**src/rtl/pong_game_ctrl_pkg.sv**
```systemverilog
// Shared Pong encodings: game state codes used by the sequencer, paddle and ball blocks,
// plus player indices.
package pong_game_ctrl_pkg;

  typedef enum logic [1:0] {
    StStart = 2'b00,
    StServe = 2'b01,
    StPlay  = 2'b10,
    StDone  = 2'b11
  } game_state_e;

  localparam logic P0 = 1'b0;
  localparam logic P1 = 1'b1;

  localparam int unsigned ScoreW = 4;

endpackage

```
**src/rtl/pong_edge_det.sv**
```systemverilog
// Single-bit rising-edge detector; the output is combinational against a one-cycle-old copy
// of the input, so a held level yields exactly one event.
module pong_edge_det (
  input  logic clk,
  input  logic rst,
  input  logic din,
  output logic rise
);

  logic din_q;

  always_ff @(posedge clk or negedge rst) begin
    if (!rst) begin
      din_q <= 1'b0;
    end else begin
      din_q <= din;
    end
  end

  assign rise = din & ~din_q;

endmodule

```
**src/rtl/pong_game_ctrl.sv**
```systemverilog
// Pong game sequencer: owns START/SERVE/PLAY/DONE, per-player scores, server selection,
// the serve pause timer and the winner flag.
module pong_game_ctrl
  import pong_game_ctrl_pkg::*;
#(
  parameter logic [3:0]       WIN_SCORE    = 4'd7,
  parameter int unsigned      CNT_W        = 27,
  parameter logic [CNT_W-1:0] SERVE_CYCLES = CNT_W'(100_000_000)
) (
  input  logic                clk,
  input  logic                rst,
  input  logic                start_btn,
  input  logic                miss_left,
  input  logic                miss_right,
  output logic [1:0]          state,
  output logic [ScoreW-1:0]   score0,
  output logic [ScoreW-1:0]   score1,
  output logic                server,
  output logic                launch,
  output logic                ball_hold,
  output logic                winner
);

  localparam logic [CNT_W-1:0] ServeLast = SERVE_CYCLES - CNT_W'(1);

  game_state_e       state_q, state_d;
  logic [ScoreW-1:0] score0_q, score0_d;
  logic [ScoreW-1:0] score1_q, score1_d;
  logic              server_q, server_d;
  logic              winner_q, winner_d;
  logic              launch_q, launch_d;
  logic [CNT_W-1:0]  timer_q, timer_d;

  logic              start_rise;
  logic [ScoreW-1:0] score0_inc;
  logic [ScoreW-1:0] score1_inc;

  pong_edge_det u_start_edge (
    .clk  (clk),
    .rst  (rst),
    .din  (start_btn),
    .rise (start_rise)
  );

  // Scores stay below WIN_SCORE while in PLAY, so the increment cannot wrap.
  assign score0_inc = score0_q + 4'd1;
  assign score1_inc = score1_q + 4'd1;

  always_ff @(posedge clk or negedge rst) begin
    if (!rst) begin
      state_q  <= StStart;
      score0_q <= '0;
      score1_q <= '0;
      server_q <= P0;
      winner_q <= P0;
      launch_q <= 1'b0;
      timer_q  <= '0;
    end else begin
      state_q  <= state_d;
      score0_q <= score0_d;
      score1_q <= score1_d;
      server_q <= server_d;
      winner_q <= winner_d;
      launch_q <= launch_d;
      timer_q  <= timer_d;
    end
  end

  always_comb begin
    state_d  = state_q;
    score0_d = score0_q;
    score1_d = score1_q;
    server_d = server_q;
    winner_d = winner_q;
    launch_d = 1'b0;
    timer_d  = timer_q;

    unique case (state_q)
      StStart: begin
        score0_d = '0;
        score1_d = '0;
        timer_d  = '0;
        if (start_rise) begin
          state_d  = StServe;
          server_d = P0;
        end
      end

      StServe: begin
        if (timer_q == ServeLast) begin
          state_d  = StPlay;
          timer_d  = '0;
          launch_d = 1'b1;
        end else begin
          timer_d = timer_q + CNT_W'(1);
        end
      end

      StPlay: begin
        if (miss_left && !miss_right) begin
          score1_d = score1_inc;
          if (score1_inc == WIN_SCORE) begin
            state_d  = StDone;
            winner_d = P1;
          end else begin
            state_d  = StServe;
            server_d = P0;
          end
        end else if (miss_right && !miss_left) begin
          score0_d = score0_inc;
          if (score0_inc == WIN_SCORE) begin
            state_d  = StDone;
            winner_d = P0;
          end else begin
            state_d  = StServe;
            server_d = P1;
          end
        end else if (miss_left && miss_right) begin
          // Double miss is a let: replay the serve with no score change.
          state_d = StServe;
        end
      end

      StDone: begin
        if (start_rise) begin
          state_d  = StStart;
          score0_d = '0;
          score1_d = '0;
          server_d = P0;
        end
      end

      default: state_d = StStart;
    endcase
  end

  assign state     = state_q;
  assign score0    = score0_q;
  assign score1    = score1_q;
  assign server    = server_q;
  assign winner    = winner_q;
  assign launch    = launch_q;
  assign ball_hold = (state_q != StPlay);

endmodule
```
**config.mk**
```make
export PLATFORM = sky130hd
export DESIGN_NAME = pong_game_ctrl
export DESIGN_NICKNAME = d
export VERILOG_FILES = /design/src/rtl/pong_game_ctrl_pkg.sv /design/src/rtl/pong_edge_det.sv /design/src/rtl/pong_game_ctrl.sv
export SDC_FILE = /design/constraint.sdc
export NUM_CORES = 1
export LEC_CHECK = 0
export CELL_PAD_IN_SITES_DETAIL_PLACEMENT = 0
export CELL_PAD_IN_SITES_GLOBAL_PLACEMENT = 1
export CORE_UTILIZATION = 45
export CTS_BUF_LIST = sky130_fd_sc_hd__clkbuf_2 sky130_fd_sc_hd__clkbuf_4 sky130_fd_sc_hd__clkbuf_8
export CTS_CLUSTER_SIZE = 16
export DETAILED_ROUTE_END_ITERATION = 16
export MAX_ROUTING_LAYER = met4
export PLACE_DENSITY = 0.9
export SLEW_MARGIN = 20
export SYNTH_ARGS = -nofsm -noshare
export SYNTH_HDL_FRONTEND = slang
export SYNTH_SLANG_ARGS = --single-unit
```
**constraint.sdc**
```tcl
create_clock -name clk -period 6.7 [get_ports clk]
set_clock_uncertainty 0.15 [all_clocks]
set_input_delay 1.675 -clock clk [delete_from_list [all_inputs] [get_ports clk]]
set_output_delay 1.675 -clock clk [all_outputs]
set_load 0.005 [all_outputs]
```
==> out/qor.yml <==
synth:
  yosys_warnings: 0
  synth_top_cell_by_area: "dfrtp_1"
  synth_area_leaders: "dfrtp_1 40%, ha_1 6.4%, nand2_1 4.9%"
  synth_ff_type: "dfrtp_1"
  netlist_area_mm2: 0.00254
  ys_seq_elements: 41
  ys_types: 47
  seq_area_frac_synth_pct: 40.3
  synth.avg_cell_area_um2: 8.63
  synth-edff-count: 0
  syn_nets: 313
  async_flop_share_pct: 100
  synth_cells: 295
  yosys.area.top_type_share_pct: 40.3
drt:
  avgRoutedWirePerCell_um: 14.7
  initialDrtViolationCount: 107
  viasPerCell: 5.78
  drc_errors: 0
  first_pass_iters: 4
  routed_wl_um: 5660
  vias: 2227
  drtAntennaViolNets: 0
flow_run:
  drv_cap: 0
clock_tree:
  clkTransAtPathRegs_ns: 0.08
  cts_tree: "yes"
  clk_latency_ns: 0.30
  postCtsResizedCells: 0
  cts.sinks: 41
  cts_root_buffer: "clkbuf_8"
  cts_max_path_buffers: 2
  cts_setup_buffers: 0
  htreeDepth: 2
  numCtsBuffers: 5
  ctsHoldBuffers: 0
power_and_ir_drop:
  vdd_drop_max_uv: 170
  p_leak_nw: 1.13
  p_per_area_mw_per_mm2: 307
placement:
  place_congestion: 0.821
  port_buffers: 18
  dpl.hpwl_um: 3980
  dp.cells: 377
cells_and_area:
  antennaDiodeCount: 0
  regArea_mm2: 0.00103
  syn_to_final_growth_pct: 13.4
  multi_input_area_mm2: 0.00140
  drive_above_1_share_pct: 6.07
  final_core_util_pct: 52.7
  nNetsFinal: 330
  fillers: 532
  final_cells: 385
die:
  core-area_mm2: 0.00547
  initial_core_util_pct: 46.5
  die_h_um: 77.2
  die_width_um: 77.2
  die-area_mm2: 0.00596
  ios: 19
  rows: 27
worst_setup_path:
  required_ns: 4.88
  critPathLaunchType: "flop"
  endpoint_kind: "primary output"
  path_class: "flop to primary output"
  crit_arrival_ns: 2.03
  cp_max_fo: 12
timing:
  slew_headroom_pct: 30.1
  rsz0062_at_grt: "no"
  worst_pin_slew_ns: 1.04
  hold_viol_final: 0
  post-route-period-util_pct: 57.5
  fmax_mhz: 259
  fin_crit_ns: 3.86
  setup_viol: 0
  drv_slew: 0
  finalSetupTns_ns: 0
grt:
  grt_max_degree: 42
  grt_use_total_pct: 21.6
  antenna_found_initial: 0
  grt_overflow: 0
  grt_pass1_vias: 2084
  grt_first_pass_wirelength_um: 9900
worst_hold_path:
  hold_path_class: "flop to flop"
run_status:
  status: "complete, no violations"
## per-layer routing
layer,GRT usage [%],wire length [um]
met5,-,0
met2,34.1,2670
met1,27.9,2730
met4,7.36,76
met3,4.17,194
## registers in the layout, indices dropped and copies added, names as in the netlist
name                cells
timer_q                27
score0                  4
score1                  4
state                   2
launch                  1
server                  1
u_start_edge.din_q      1
winner                  1
## power by group
part / switching, mW / total (mW) / internal, mW
Combinational: 0.234 / 0.367 / 0.132
Clock: 0.0934 / 0.215 / 0.121
Sequential: 0.0330 / 0.304 / 0.272
Total: 0.361 / 0.886 / 0.525
## layout by cell type (no fill, tap or decap), types with 14 or more instances in the layout
master,instances
dfrtp_1,41
o21ai_0,24
nor2_1,14
nand2_1,33
a31oi_1,15
nand3_1,18
inv_1,18
clkdlybuf4s50_1,17
a21oi_1,18
## worst paths after layout
check	end	cells after the start	slack, ns	from
max	ball_hold	4	2.84	state[0]
min reg2reg	timer_q[22]	1	0.33	timer_q[22]
min in group asynchronous	score0[0]	1	1.36	rst
min	timer_q[22]	1	0.33	timer_q[22]
max in group asynchronous	timer_q[16]	1	4.44	rst
max reg2reg	state[1]	6	4.24	timer_q[11]
## critical path, stage by stage (launching register included)
cell and delay (ns):
dfrtp_1 0.45, inv_1 0.11, ha_1 0.34, inv_1 0.27, clkdlybuf4s50_1 0.55
## per-stage QoR
stage	hold WS [ns]	cell area (um2)	total power, mW	setup slack (ns)
after floorplan	0.297	2540	0.560	3.76
after CTS	0.336	2890	0.893	2.84
after global placement	0.325	2770	0.674	3.16
final	0.332	2890	0.886	2.84
after detailed placement	0.327	2770	0.677	3.11
after global routing	0.360	2890	0.950	2.71
## cell families (layout without fill, tap and decap cells)
| kind of cell | count (synthesis) | in the layout | synth area share [%] |
|---|---|---|---|
| AO/OA/AOI/OAI | 88 | 88 | 21.7 |
| flip-flops | 41 | 41 | 40.3 |
| XOR/XNOR | 1 | 1 | 0.344 |
| adder cells (fa/ha/maj) | 13 | 13 | 6.39 |
| AND/OR/NAND/NOR | 122 | 122 | 25.3 |
| multiplexers | 3 | 3 | 1.23 |
| buffers and inverters | 27 | 45 | 4.72 |
## Yosys cell counts, drive strengths merged (2+ instances only)
master,count
a22o,2
or3,4
clkbuf,4
a21o,2
and2,3
a21oi,19
o211ai,3
o21bai,2
o21a,2
or2,3
nand2,33
nor2b,4
ha,13
o22ai,4
nor3,13
and3,6
mux2i,2
nand3b,3
dfrtp,41
nand3,18
a41oi,3
nor2,14
a31oi,15
buf,5
nand4,9
nor4,4
nand2b,5
o31ai,4
o21ai,24
inv,18
## final cells by class
class | count | area share, %
flip-flops and latches | 41 | 35.6
well taps | 72 | 3.12
clock buffers | 6 | 2.86
inverters | 18 | 2.34
repair buffers | 19 | 6.33
multi-input cells | 227 | 48.5
clock inverters | 2 | 1.30
No activity file was read; power rests on OpenSTA's default activity.
